### src/rtl/decode_execute_core_if.sv
// ----------------------------------------------------------------------------
// decode_execute_core_if
//   Bundles every non-clock/reset signal of decode_execute_core.
//   Handshake: i_insn_vld qualifies i_inst/i_pc for the cycle it is high.
//   There is no ready signal. The only backpressure is i_stall, which turns
//   the ID/EX load into a bubble while the upstream stage holds its word.
//   o_insn_vld_mem qualifies the EX/MEM outputs in the same way.
//
//   Modports
//     master : fetch/writeback/hazard side (drives i_*, observes o_*)
//     slave  : the decode/execute core (observes i_*, drives o_*)
//
//   Signals
//     i_inst, i_pc, i_insn_vld        IF/ID word, PC and valid
//     i_stall                         load-use bubble request
//     i_rd_addr, i_rd_data, i_rd_wren writeback port
//     i_fwd_operand_a/b               forward selects for rs1/rs2
//     o_rs1_addr, o_rs2_addr          decode-stage source registers
//     o_inst_ex, o_wb_sel_ex,
//     o_rd_wren_ex                    ID/EX view for hazard/forward units
//     o_alu_data ... o_ctrl_mem       EX/MEM register contents
//     o_pc_sel, o_flush               branch redirect and pipeline flush
// ----------------------------------------------------------------------------
interface decode_execute_core_if;
   logic [31:0] i_inst;
   logic [31:0] i_pc;
   logic        i_insn_vld;
   logic        i_stall;
   logic [4:0]  i_rd_addr;
   logic [31:0] i_rd_data;
   logic        i_rd_wren;
   logic [1:0]  i_fwd_operand_a;
   logic [1:0]  i_fwd_operand_b;

   logic [4:0]  o_rs1_addr;
   logic [4:0]  o_rs2_addr;
   logic [31:0] o_inst_ex;
   logic [1:0]  o_wb_sel_ex;
   logic        o_rd_wren_ex;
   logic [31:0] o_alu_data;
   logic        o_br_equal;
   logic        o_br_less;
   logic [31:0] o_pc_mem;
   logic [31:0] o_rs2_data_mem;
   logic [31:0] o_inst_mem;
   logic        o_lsu_wren_mem;
   logic [2:0]  o_slt_sl_mem;
   logic [1:0]  o_wb_sel_mem;
   logic        o_rd_wren_mem;
   logic        o_insn_vld_mem;
   logic        o_ctrl_mem;
   logic        o_pc_sel;
   logic        o_flush;

   modport master (
      output i_inst, i_pc, i_insn_vld, i_stall, i_rd_addr, i_rd_data,
             i_rd_wren, i_fwd_operand_a, i_fwd_operand_b,
      input  o_rs1_addr, o_rs2_addr, o_inst_ex, o_wb_sel_ex, o_rd_wren_ex,
             o_alu_data, o_br_equal, o_br_less, o_pc_mem, o_rs2_data_mem,
             o_inst_mem, o_lsu_wren_mem, o_slt_sl_mem, o_wb_sel_mem,
             o_rd_wren_mem, o_insn_vld_mem, o_ctrl_mem, o_pc_sel, o_flush
   );

   modport slave (
      input  i_inst, i_pc, i_insn_vld, i_stall, i_rd_addr, i_rd_data,
             i_rd_wren, i_fwd_operand_a, i_fwd_operand_b,
      output o_rs1_addr, o_rs2_addr, o_inst_ex, o_wb_sel_ex, o_rd_wren_ex,
             o_alu_data, o_br_equal, o_br_less, o_pc_mem, o_rs2_data_mem,
             o_inst_mem, o_lsu_wren_mem, o_slt_sl_mem, o_wb_sel_mem,
             o_rd_wren_mem, o_insn_vld_mem, o_ctrl_mem, o_pc_sel, o_flush
   );
endinterface

### src/rtl/decode_execute_core.sv
// ----------------------------------------------------------------------------
// decode_execute_core
//   RV32I decode + execute + branch resolution. Holds the 32x32 register
//   file, immediate generator, control decoder, ID/EX register, forwarding
//   muxes, ALU, branch comparator and EX/MEM register.
//
//   Ports
//     i_clk    rising-edge clock
//     i_reset  synchronous active-high reset (register file not cleared)
//     bus      decode_execute_core_if.slave, all datapath/control signals
//
//   Configuration macro
//     REGFILE_BYPASS_EN  when defined, a register read whose address matches
//                        an active writeback (nonzero address) returns the
//                        writeback data in the same cycle.
// ----------------------------------------------------------------------------
module decode_execute_core #(
   parameter logic [31:0] NOP_INST = 32'h0000_0013
) (
   input  logic                  i_clk,
   input  logic                  i_reset,
   decode_execute_core_if.slave  bus
);

   localparam logic [6:0] OP_LUI    = 7'b0110111;
   localparam logic [6:0] OP_AUIPC  = 7'b0010111;
   localparam logic [6:0] OP_JAL    = 7'b1101111;
   localparam logic [6:0] OP_JALR   = 7'b1100111;
   localparam logic [6:0] OP_BRANCH = 7'b1100011;
   localparam logic [6:0] OP_LOAD   = 7'b0000011;
   localparam logic [6:0] OP_STORE  = 7'b0100011;
   localparam logic [6:0] OP_IMM    = 7'b0010011;
   localparam logic [6:0] OP_REG    = 7'b0110011;

   localparam logic [3:0] ALU_ADD  = 4'd0;
   localparam logic [3:0] ALU_SUB  = 4'd1;
   localparam logic [3:0] ALU_SLL  = 4'd2;
   localparam logic [3:0] ALU_SLT  = 4'd3;
   localparam logic [3:0] ALU_SLTU = 4'd4;
   localparam logic [3:0] ALU_XOR  = 4'd5;
   localparam logic [3:0] ALU_SRL  = 4'd6;
   localparam logic [3:0] ALU_SRA  = 4'd7;
   localparam logic [3:0] ALU_OR   = 4'd8;
   localparam logic [3:0] ALU_AND  = 4'd9;
   localparam logic [3:0] ALU_PASSB = 4'd10;

   typedef struct packed {
      logic [31:0] inst;
      logic [31:0] pc;
      logic [31:0] rs1_data;
      logic [31:0] rs2_data;
      logic [31:0] imm;
      logic [3:0]  alu_op;
      logic        asel;      // 1: operand A is PC
      logic        bsel;      // 1: operand B is immediate
      logic [1:0]  wb_sel;
      logic        rd_wren;
      logic        lsu_wren;
      logic        br_un;
      logic        ctrl;
      logic        insn_vld;
   } idex_t;

   typedef struct packed {
      logic [31:0] alu_data;
      logic        br_equal;
      logic        br_less;
      logic [31:0] pc;
      logic [31:0] rs2_data;
      logic [31:0] inst;
      logic        lsu_wren;
      logic [2:0]  slt_sl;
      logic [1:0]  wb_sel;
      logic        rd_wren;
      logic        insn_vld;
      logic        ctrl;
   } exmem_t;

   // ------------------------------------------------------------------
   // Register file
   // ------------------------------------------------------------------
   logic [31:0] rf_q [32];
   logic [4:0]  rs1_addr, rs2_addr;
   logic [31:0] rs1_rd, rs2_rd;

   always_ff @(posedge i_clk) begin
      if (bus.i_rd_wren && (bus.i_rd_addr != 5'd0))
         rf_q[bus.i_rd_addr] <= bus.i_rd_data;
   end

   assign rs1_addr = bus.i_inst[19:15];
   assign rs2_addr = bus.i_inst[24:20];

   always_comb begin
      rs1_rd = '0;
      rs2_rd = '0;
      if (rs1_addr != 5'd0) rs1_rd = rf_q[rs1_addr];
      if (rs2_addr != 5'd0) rs2_rd = rf_q[rs2_addr];
`ifdef REGFILE_BYPASS_EN
      if (bus.i_rd_wren && (bus.i_rd_addr != 5'd0) && (bus.i_rd_addr == rs1_addr))
         rs1_rd = bus.i_rd_data;
      if (bus.i_rd_wren && (bus.i_rd_addr != 5'd0) && (bus.i_rd_addr == rs2_addr))
         rs2_rd = bus.i_rd_data;
`else
      // Same-cycle writes become visible on the following cycle only.
`endif
   end

   // ------------------------------------------------------------------
   // Decode
   // ------------------------------------------------------------------
   logic [31:0] inst;
   logic [6:0]  opcode;
   logic [2:0]  funct3;
   logic [31:0] imm_i, imm_s, imm_b, imm_u, imm_j;
   logic        legal;
   logic        dec_vld;
   idex_t       idex_d, idex_q, idex_bubble;

   assign inst   = bus.i_inst;
   assign opcode = inst[6:0];
   assign funct3 = inst[14:12];

   assign imm_i = {{20{inst[31]}}, inst[31:20]};
   assign imm_s = {{20{inst[31]}}, inst[31:25], inst[11:7]};
   assign imm_b = {{19{inst[31]}}, inst[31], inst[7], inst[30:25], inst[11:8], 1'b0};
   assign imm_u = {inst[31:12], 12'b0};
   assign imm_j = {{11{inst[31]}}, inst[31], inst[19:12], inst[20], inst[30:21], 1'b0};

   always_comb begin
      legal = 1'b0;
      idex_d          = '0;
      idex_d.inst     = inst;
      idex_d.pc       = bus.i_pc;
      idex_d.rs1_data = rs1_rd;
      idex_d.rs2_data = rs2_rd;
      idex_d.imm      = imm_i;
      idex_d.alu_op   = ALU_ADD;
      idex_d.bsel     = 1'b1;
      idex_d.wb_sel   = 2'b01;

      case (opcode)
         OP_LUI: begin
            legal = 1'b1;
            idex_d.imm     = imm_u;
            idex_d.alu_op  = ALU_PASSB;
            idex_d.rd_wren = 1'b1;
         end
         OP_AUIPC: begin
            legal = 1'b1;
            idex_d.imm     = imm_u;
            idex_d.asel    = 1'b1;
            idex_d.rd_wren = 1'b1;
         end
         OP_JAL: begin
            legal = 1'b1;
            idex_d.imm     = imm_j;
            idex_d.asel    = 1'b1;
            idex_d.wb_sel  = 2'b00;
            idex_d.rd_wren = 1'b1;
            idex_d.ctrl    = 1'b1;
         end
         OP_JALR: begin
            legal = 1'b1;
            idex_d.wb_sel  = 2'b00;
            idex_d.rd_wren = 1'b1;
            idex_d.ctrl    = 1'b1;
         end
         OP_BRANCH: begin
            legal = 1'b1;
            idex_d.imm   = imm_b;
            idex_d.asel  = 1'b1;
            idex_d.br_un = (funct3 == 3'b110) || (funct3 == 3'b111);
            idex_d.ctrl  = 1'b1;
         end
         OP_LOAD: begin
            legal = 1'b1;
            idex_d.wb_sel  = 2'b10;
            idex_d.rd_wren = 1'b1;
         end
         OP_STORE: begin
            legal = 1'b1;
            idex_d.imm      = imm_s;
            idex_d.lsu_wren = 1'b1;
         end
         OP_IMM, OP_REG: begin
            legal = 1'b1;
            idex_d.rd_wren = 1'b1;
            idex_d.bsel    = (opcode == OP_IMM);
            case (funct3)
               // SUB exists only in R-type; ADDI never subtracts.
               3'b000:  idex_d.alu_op = (opcode == OP_REG && inst[30]) ? ALU_SUB : ALU_ADD;
               3'b001:  idex_d.alu_op = ALU_SLL;
               3'b010:  idex_d.alu_op = ALU_SLT;
               3'b011:  idex_d.alu_op = ALU_SLTU;
               3'b100:  idex_d.alu_op = ALU_XOR;
               3'b101:  idex_d.alu_op = inst[30] ? ALU_SRA : ALU_SRL;
               3'b110:  idex_d.alu_op = ALU_OR;
               default: idex_d.alu_op = ALU_AND;
            endcase
         end
         default: legal = 1'b0;
      endcase

      // Invalid or illegal words travel down the pipe with every enable low.
      dec_vld          = bus.i_insn_vld && legal;
      idex_d.insn_vld  = dec_vld;
      idex_d.rd_wren   = idex_d.rd_wren  && dec_vld;
      idex_d.lsu_wren  = idex_d.lsu_wren && dec_vld;
      idex_d.ctrl      = idex_d.ctrl     && dec_vld;
   end

   always_comb begin
      idex_bubble      = '0;
      idex_bubble.inst = NOP_INST;
   end

   // ------------------------------------------------------------------
   // ID/EX register
   // ------------------------------------------------------------------
   logic pc_sel;

   always_ff @(posedge i_clk) begin
      if (i_reset || pc_sel || bus.i_stall)
         idex_q <= idex_bubble;
      else
         idex_q <= idex_d;
   end

   // ------------------------------------------------------------------
   // Execute
   // ------------------------------------------------------------------
   exmem_t      exmem_d, exmem_q, exmem_bubble;
   logic [31:0] fwd_a, fwd_b, op_a, op_b, alu_res;
   logic [4:0]  shamt;

   always_comb begin
      case (bus.i_fwd_operand_a)
         2'b01:   fwd_a = exmem_q.alu_data;
         2'b10:   fwd_a = bus.i_rd_data;
         default: fwd_a = idex_q.rs1_data;
      endcase
      case (bus.i_fwd_operand_b)
         2'b01:   fwd_b = exmem_q.alu_data;
         2'b10:   fwd_b = bus.i_rd_data;
         default: fwd_b = idex_q.rs2_data;
      endcase
   end

   assign op_a  = idex_q.asel ? idex_q.pc  : fwd_a;
   assign op_b  = idex_q.bsel ? idex_q.imm : fwd_b;
   assign shamt = op_b[4:0];

   always_comb begin
      case (idex_q.alu_op)
         ALU_ADD:   alu_res = op_a + op_b;
         ALU_SUB:   alu_res = op_a - op_b;
         ALU_SLL:   alu_res = op_a << shamt;
         ALU_SLT:   alu_res = {31'b0, $signed(op_a) < $signed(op_b)};
         ALU_SLTU:  alu_res = {31'b0, op_a < op_b};
         ALU_XOR:   alu_res = op_a ^ op_b;
         ALU_SRL:   alu_res = op_a >> shamt;
         ALU_SRA:   alu_res = $unsigned($signed(op_a) >>> shamt);
         ALU_OR:    alu_res = op_a | op_b;
         ALU_AND:   alu_res = op_a & op_b;
         ALU_PASSB: alu_res = op_b;
         default:   alu_res = '0;
      endcase
      if (idex_q.inst[6:0] == OP_JALR)
         alu_res = {alu_res[31:1], 1'b0};
   end

   always_comb begin
      exmem_d          = '0;
      exmem_d.alu_data = alu_res;
      exmem_d.br_equal = (fwd_a == fwd_b);
      exmem_d.br_less  = idex_q.br_un ? (fwd_a < fwd_b)
                                      : ($signed(fwd_a) < $signed(fwd_b));
      exmem_d.pc       = idex_q.pc;
      exmem_d.rs2_data = fwd_b;
      exmem_d.inst     = idex_q.inst;
      exmem_d.lsu_wren = idex_q.lsu_wren;
      exmem_d.slt_sl   = idex_q.inst[14:12];
      exmem_d.wb_sel   = idex_q.wb_sel;
      exmem_d.rd_wren  = idex_q.rd_wren;
      exmem_d.insn_vld = idex_q.insn_vld;
      exmem_d.ctrl     = idex_q.ctrl;
   end

   always_comb begin
      exmem_bubble      = '0;
      exmem_bubble.inst = NOP_INST;
   end

   // ------------------------------------------------------------------
   // EX/MEM register: a redirect kills the wrong-path word now in EX.
   // ------------------------------------------------------------------
   always_ff @(posedge i_clk) begin
      if (i_reset || pc_sel)
         exmem_q <= exmem_bubble;
      else
         exmem_q <= exmem_d;
   end

   // ------------------------------------------------------------------
   // Branch resolution from EX/MEM
   // ------------------------------------------------------------------
   always_comb begin
      pc_sel = 1'b0;
      if (exmem_q.insn_vld) begin
         case (exmem_q.inst[6:0])
            OP_JAL, OP_JALR: pc_sel = 1'b1;
            OP_BRANCH: begin
               case (exmem_q.inst[14:12])
                  3'b000:         pc_sel =  exmem_q.br_equal;
                  3'b001:         pc_sel = !exmem_q.br_equal;
                  3'b100, 3'b110: pc_sel =  exmem_q.br_less;
                  3'b101, 3'b111: pc_sel = !exmem_q.br_less;
                  default:        pc_sel = 1'b0;
               endcase
            end
            default: pc_sel = 1'b0;
         endcase
      end
   end

   // ------------------------------------------------------------------
   // Outputs
   // ------------------------------------------------------------------
   assign bus.o_rs1_addr     = rs1_addr;
   assign bus.o_rs2_addr     = rs2_addr;
   assign bus.o_inst_ex      = idex_q.inst;
   assign bus.o_wb_sel_ex    = idex_q.wb_sel;
   assign bus.o_rd_wren_ex   = idex_q.rd_wren;
   assign bus.o_alu_data     = exmem_q.alu_data;
   assign bus.o_br_equal     = exmem_q.br_equal;
   assign bus.o_br_less      = exmem_q.br_less;
   assign bus.o_pc_mem       = exmem_q.pc;
   assign bus.o_rs2_data_mem = exmem_q.rs2_data;
   assign bus.o_inst_mem     = exmem_q.inst;
   assign bus.o_lsu_wren_mem = exmem_q.lsu_wren;
   assign bus.o_slt_sl_mem   = exmem_q.slt_sl;
   assign bus.o_wb_sel_mem   = exmem_q.wb_sel;
   assign bus.o_rd_wren_mem  = exmem_q.rd_wren;
   assign bus.o_insn_vld_mem = exmem_q.insn_vld;
   assign bus.o_ctrl_mem     = exmem_q.ctrl;
   assign bus.o_pc_sel       = pc_sel;
   assign bus.o_flush        = pc_sel;

endmodule

### src/flat_wrapper.sv
// flat-port wrapper written by rule: the top's interface ports become plain ports
module decode_execute_core_flat 
#(
   parameter logic [31:0] NOP_INST = 32'h0000_0013
)
  (i_clk, i_reset, bus_i_inst, bus_i_pc, bus_i_insn_vld, bus_i_stall, bus_i_rd_addr, bus_i_rd_data, bus_i_rd_wren, bus_i_fwd_operand_a, bus_i_fwd_operand_b, bus_o_rs1_addr, bus_o_rs2_addr, bus_o_inst_ex, bus_o_wb_sel_ex, bus_o_rd_wren_ex, bus_o_alu_data, bus_o_br_equal, bus_o_br_less, bus_o_pc_mem, bus_o_rs2_data_mem, bus_o_inst_mem, bus_o_lsu_wren_mem, bus_o_slt_sl_mem, bus_o_wb_sel_mem, bus_o_rd_wren_mem, bus_o_insn_vld_mem, bus_o_ctrl_mem, bus_o_pc_sel, bus_o_flush);
  decode_execute_core_if bus_i ();
  input  logic i_clk;
  input  logic i_reset;
  input wire logic [$bits(bus_i.i_inst)-1:0] bus_i_inst;
  input wire logic [$bits(bus_i.i_pc)-1:0] bus_i_pc;
  input wire logic [$bits(bus_i.i_insn_vld)-1:0] bus_i_insn_vld;
  input wire logic [$bits(bus_i.i_stall)-1:0] bus_i_stall;
  input wire logic [$bits(bus_i.i_rd_addr)-1:0] bus_i_rd_addr;
  input wire logic [$bits(bus_i.i_rd_data)-1:0] bus_i_rd_data;
  input wire logic [$bits(bus_i.i_rd_wren)-1:0] bus_i_rd_wren;
  input wire logic [$bits(bus_i.i_fwd_operand_a)-1:0] bus_i_fwd_operand_a;
  input wire logic [$bits(bus_i.i_fwd_operand_b)-1:0] bus_i_fwd_operand_b;
  output wire logic [$bits(bus_i.o_rs1_addr)-1:0] bus_o_rs1_addr;
  output wire logic [$bits(bus_i.o_rs2_addr)-1:0] bus_o_rs2_addr;
  output wire logic [$bits(bus_i.o_inst_ex)-1:0] bus_o_inst_ex;
  output wire logic [$bits(bus_i.o_wb_sel_ex)-1:0] bus_o_wb_sel_ex;
  output wire logic [$bits(bus_i.o_rd_wren_ex)-1:0] bus_o_rd_wren_ex;
  output wire logic [$bits(bus_i.o_alu_data)-1:0] bus_o_alu_data;
  output wire logic [$bits(bus_i.o_br_equal)-1:0] bus_o_br_equal;
  output wire logic [$bits(bus_i.o_br_less)-1:0] bus_o_br_less;
  output wire logic [$bits(bus_i.o_pc_mem)-1:0] bus_o_pc_mem;
  output wire logic [$bits(bus_i.o_rs2_data_mem)-1:0] bus_o_rs2_data_mem;
  output wire logic [$bits(bus_i.o_inst_mem)-1:0] bus_o_inst_mem;
  output wire logic [$bits(bus_i.o_lsu_wren_mem)-1:0] bus_o_lsu_wren_mem;
  output wire logic [$bits(bus_i.o_slt_sl_mem)-1:0] bus_o_slt_sl_mem;
  output wire logic [$bits(bus_i.o_wb_sel_mem)-1:0] bus_o_wb_sel_mem;
  output wire logic [$bits(bus_i.o_rd_wren_mem)-1:0] bus_o_rd_wren_mem;
  output wire logic [$bits(bus_i.o_insn_vld_mem)-1:0] bus_o_insn_vld_mem;
  output wire logic [$bits(bus_i.o_ctrl_mem)-1:0] bus_o_ctrl_mem;
  output wire logic [$bits(bus_i.o_pc_sel)-1:0] bus_o_pc_sel;
  output wire logic [$bits(bus_i.o_flush)-1:0] bus_o_flush;
  assign bus_i.i_inst = bus_i_inst;
  assign bus_i.i_pc = bus_i_pc;
  assign bus_i.i_insn_vld = bus_i_insn_vld;
  assign bus_i.i_stall = bus_i_stall;
  assign bus_i.i_rd_addr = bus_i_rd_addr;
  assign bus_i.i_rd_data = bus_i_rd_data;
  assign bus_i.i_rd_wren = bus_i_rd_wren;
  assign bus_i.i_fwd_operand_a = bus_i_fwd_operand_a;
  assign bus_i.i_fwd_operand_b = bus_i_fwd_operand_b;
  assign bus_o_rs1_addr = bus_i.o_rs1_addr;
  assign bus_o_rs2_addr = bus_i.o_rs2_addr;
  assign bus_o_inst_ex = bus_i.o_inst_ex;
  assign bus_o_wb_sel_ex = bus_i.o_wb_sel_ex;
  assign bus_o_rd_wren_ex = bus_i.o_rd_wren_ex;
  assign bus_o_alu_data = bus_i.o_alu_data;
  assign bus_o_br_equal = bus_i.o_br_equal;
  assign bus_o_br_less = bus_i.o_br_less;
  assign bus_o_pc_mem = bus_i.o_pc_mem;
  assign bus_o_rs2_data_mem = bus_i.o_rs2_data_mem;
  assign bus_o_inst_mem = bus_i.o_inst_mem;
  assign bus_o_lsu_wren_mem = bus_i.o_lsu_wren_mem;
  assign bus_o_slt_sl_mem = bus_i.o_slt_sl_mem;
  assign bus_o_wb_sel_mem = bus_i.o_wb_sel_mem;
  assign bus_o_rd_wren_mem = bus_i.o_rd_wren_mem;
  assign bus_o_insn_vld_mem = bus_i.o_insn_vld_mem;
  assign bus_o_ctrl_mem = bus_i.o_ctrl_mem;
  assign bus_o_pc_sel = bus_i.o_pc_sel;
  assign bus_o_flush = bus_i.o_flush;
  decode_execute_core #(.NOP_INST(NOP_INST)) u_core (.i_clk(i_clk), .i_reset(i_reset), .bus(bus_i));
endmodule
### config.mk
export PLATFORM = sky130hd
export DESIGN_NAME = decode_execute_core_flat
export DESIGN_NICKNAME = d
export VERILOG_FILES = /design/src/rtl/decode_execute_core_if.sv /design/src/rtl/decode_execute_core.sv /design/src/flat_wrapper.sv
export SDC_FILE = /design/constraint.sdc
export NUM_CORES = 2
export LEC_CHECK = 0
export BUFFER_PORTS_ARGS = -buffer_cell sky130_fd_sc_hd__buf_2
export CORE_MARGIN = 10
export CORE_UTILIZATION = 55
export CTS_BUF_LIST = sky130_fd_sc_hd__clkbuf_8
export DETAILED_ROUTE_END_ITERATION = 16
export PLACE_DENSITY = 0.78
export RECOVER_POWER = 50
export SYNTH_ARGS = -nofsm -noshare
export SYNTH_HDL_FRONTEND = slang
export SYNTH_SLANG_ARGS = --single-unit
export TNS_END_PERCENT = 30
### constraint.sdc
create_clock -name i_clk -period 13.6 [get_ports i_clk]
set_input_delay 2.72 -clock i_clk [delete_from_list [all_inputs] [get_ports i_clk]]
set_output_delay 2.72 -clock i_clk [all_outputs]
set_load 0.01 [all_outputs]
==> flow_metrics.tcl <==
set metrics [dict create \
    syn_area_mm2 0.0674 \
    initial_utilization 0.553 \
    worstPathCellList "buf_2 > clkbuf_1 > a221oi_1 > o31ai_4 > buf_4 > inv_2 > buf_4 > ha_1 > o21bai_1 > a211oi_2 > o211ai_1 > a2111oi_0 > o41ai_1 > a21oi_1 > o21bai_1 > mux2i_1 > o21ai_1" \
    grt_pass1_vias 47100 \
    cts_setup_buffers 0 \
    drt-total-wl_mm 229 \
    grt_usage 0.329 \
    crit_fanout 61 \
    worst_skew_pair.late_latency_ns 0.97 \
    synth-seq-cells 1332 \
    synthFlopType "edfxtp_1" \
    ant_nets 0 \
    worstSetupEndpointType "flop" \
    synth_top_area_share 0.456 \
    cts_root_buf "clkbuf_8" \
    final_area_mm2 0.0744 \
    cpPeakStageDelay_ns 1.18 \
    finalSetupViolCount 0 \
    yosysUniqueCellTypes 92 \
    drive_above_1_share 0.268 \
    start_kind "input port" \
    place_hpwl_mm 146 \
    seq_area_frac_synth 0.548 \
    period_needed_ns 7.88 \
    area_delta_synth_final_pct 10.4 \
    cts_resized 0 \
    io_buffers 295 \
    core-area_mm2 0.122 \
    synth-edff-count 1024 \
    cts.sinks 1332 \
    die_area_mm2 0.137 \
    antenna_found_initial 12 \
    cts_inserted_buffers 205 \
    grt_overflow 0 \
    hold_viol 0 \
    yosys.area.top_type "edfxtp_1" \
    fmax_mhz 127 \
    outcome "finished with violations" \
    grt_pass1_wl_mm 327 \
    viasPerCell 6.99 \
    tightest_slew_ns 3.75 \
    gp_congestion 1.06 \
    synth-warning-count 0 \
    die_w_um 370 \
    dr_total_vias 46900 \
    critPathKind "in2reg" \
    die_height_um 370 \
    fin_skew_ns 0.0531 \
    tns_ns 0 \
    critPathSlowestCell "clkbuf_1" \
    max-vdd-ir-drop_mv 0.0911 \
    placed_cell_area_mm2 0.0703 \
    synthCells 4669 \
    drtIter0Drc 7527 \
    drcViolationCount 0 \
    async_flop_share 0 \
    cts_hold_buf 0 \
    rsz0062_at_grt "false" \
    maxSlewViolCount 1016 \
    cts_tree "built" \
    violations "capacitance limit, slew limit" \
    io_pins 296 \
    nNetsFinal 5154 \
    cts_buffer_depth 3 \
    fin_crit_sh 0.580 \
    yosys-top-cells-area "edfxtp_1 (46%), mux4_2 (21%), dfxtp_1 (9.2%), ha_1 (2.5%), mux2i_1 (2.5%)" \
    relSlewSlack -1.50 \
    wl_per_cell_um 34.1 \
    power.leakage_nw 26.2 \
    hold_path_class "reg2reg" \
    cap_viol_max_count 32 \
    grt_max_degree 122 \
    clk_pin_slew_ns 0.07 \
    cp_data_arrival_time_ns 8.70 \
    cp.required_ns 14.41 \
    syn_avg_cell_area_um2 14.4 \
    powerDensity_mw_per_mm2 130 \
    h-tree-depth 4 \
    first_pass_iters 6 \
    placementRows 128 \
]
## cell usage in the layout, fill, tap and decap left out, types with 13 or more instances in the layout
master       n
nand2_1    349
a221oi_1    24
nor2_4      27
nor2b_1     48
inv_1      182
conb_1      32
ha_1       134
clkbuf_8   234
nand2b_1    28
clkinv_1    40
xnor2_1     16
o21bai_1    19
clkinv_2    31
nand4_1     14
dfxtp_1    307
o211ai_1    21
nor4_1      16
nor2_1     254
edfxtp_1  1024
o22ai_1     22
and2_1      78
mux4_2     629
a21oi_1    220
nor3_1      49
or3_1       15
clkbuf_1    43
a211oi_1    25
a22oi_1     81
o31ai_1     15
a221o_1     37
mux2_2      13
buf_2      257
mux2i_1    165
a31oi_1     33
o21ai_0    163
and2_0      47
nand3_1     49
a21o_1      30
buf_4       85
## kinds of logic (layout without fill, tap and decap cells)
| logic type | after synthesis | in the layout | share of synthesized area |
|---|---|---|---|
| AOI/OAI and AO/OA | 812 | 812 | 0.0798 |
| buffers and inverters | 531 | 913 | 0.0347 |
| adders and majority gates | 138 | 138 | 0.0259 |
| xor gates and xnor gates | 20 | 20 | 0.00260 |
| and+or+nand+nor | 1020 | 1020 | 0.0701 |
| muxes | 815 | 815 | 0.239 |
| DFF | 1332 | 1332 | 0.548 |
| other | 1 | 35 | 0.0000557 |
## power by group
| part | switching, mW | internal (mW) |
|---|---|---|
| registers | 0.0896 | 4.48 |
| logic | 1.07 | 0.626 |
| clock network | 1.65 | 1.76 |
## critical path, delay by kind of cell
kind / cells / cell delay (ns)
multiplexers: 1 / 0.17
AO/OA/AOI/OAI: 10 / 3.22
adder cells (fa/ha/maj): 1 / 0.31
buffers and inverters: 5 / 2.23
## path summary, 6_finish.rpt
kind              depth (start not counted)  slack [ns]                         to                       start
hold / removal                            1        0.43      u_core.bus.o_ctrl_mem           u_core.exmem_d[0]
setup reg to reg                         10        7.25          u_core.idex_q[61]  u_core.bus.o_slt_sl_mem[0]
setup / recovery                         17        5.72  u_core.bus.o_alu_data[19]            bus_i_rd_data[1]
hold reg to reg                           1        0.43      u_core.bus.o_ctrl_mem           u_core.exmem_d[0]
## synth_stat cells (7+ instances only)
cell type	n
nand2b_1	29
buf_2	49
o221ai_1	10
a221oi_1	24
a21oi_1	220
a31oi_1	34
inv_1	128
o21a_1	11
o31ai_1	15
or3_1	16
a21o_1	30
mux2i_1	165
edfxtp_1	1024
o211ai_1	21
o21bai_1	19
o2111ai_1	7
o22ai_1	22
a22o_1	12
a211oi_1	25
mux2_2	13
nand3_1	49
nor2_1	281
nor2b_1	49
dfxtp_1	308
mux4_2	629
and2_1	124
and3_1	11
a221o_1	37
o21ai_1	8
nand4_1	14
a22oi_1	81
buf_4	54
xnor2_1	16
buf_1	77
clkbuf_1	207
nand2_1	349
nor4_1	17
nor3_1	51
o21ai_0	163
ha_1	136
or2_2	7
## state kept, by name (all words and copies together), names as in the netlist, 2 cells and up
name and count:
u_core.bus.o_alu_data 32, u_core.bus.o_inst_ex 31, u_core.bus.o_inst_mem 30, u_core.bus.o_pc_mem 32, u_core.bus.o_rs2_data_mem 32, u_core.bus.o_slt_sl_mem 2, u_core.bus.o_wb_sel_ex 2, u_core.bus.o_wb_sel_mem 2
u_core.exmem_d 35, u_core.idex_q 103, u_core.rf_q 1024
## area by class of cell
type | count | area, um^2
diodes | 3 | 7.51
flip-flops and latches | 1332 | 36900
well taps | 1625 | 2030
multi-input cells | 2837 | 28500
clock inverters | 149 | 958
repair buffers | 393 | 2210
fillers | 8888 | 47400
clock buffers | 234 | 3220
inverters | 137 | 527
## through the flow
stage          setup WS, ns  hold WS (ns)   util  power, mW  cells
4_1_cts                6.41         0.437  0.612       9.64   6707
6_report               5.72         0.434  0.611       9.68   6710
3_5_place_dp           5.42         0.416  0.578       6.29   6324
3_3_place_gp           5.50         0.417  0.578       6.27   6324
2_1_floorplan          6.74         0.406      -       5.72   4700
5_1_grt                5.41         0.450  0.611       9.98   6708
## routing by layer
metal,routed length [um],track usage,up-vias
met5,87,0.00140,-
met4,15100,0.189,12
met3,30200,0.0923,784
met2,107000,0.515,3872
met1,76600,0.410,23300
li1,-,-,18900
Power figures use the tool's default switching activity.
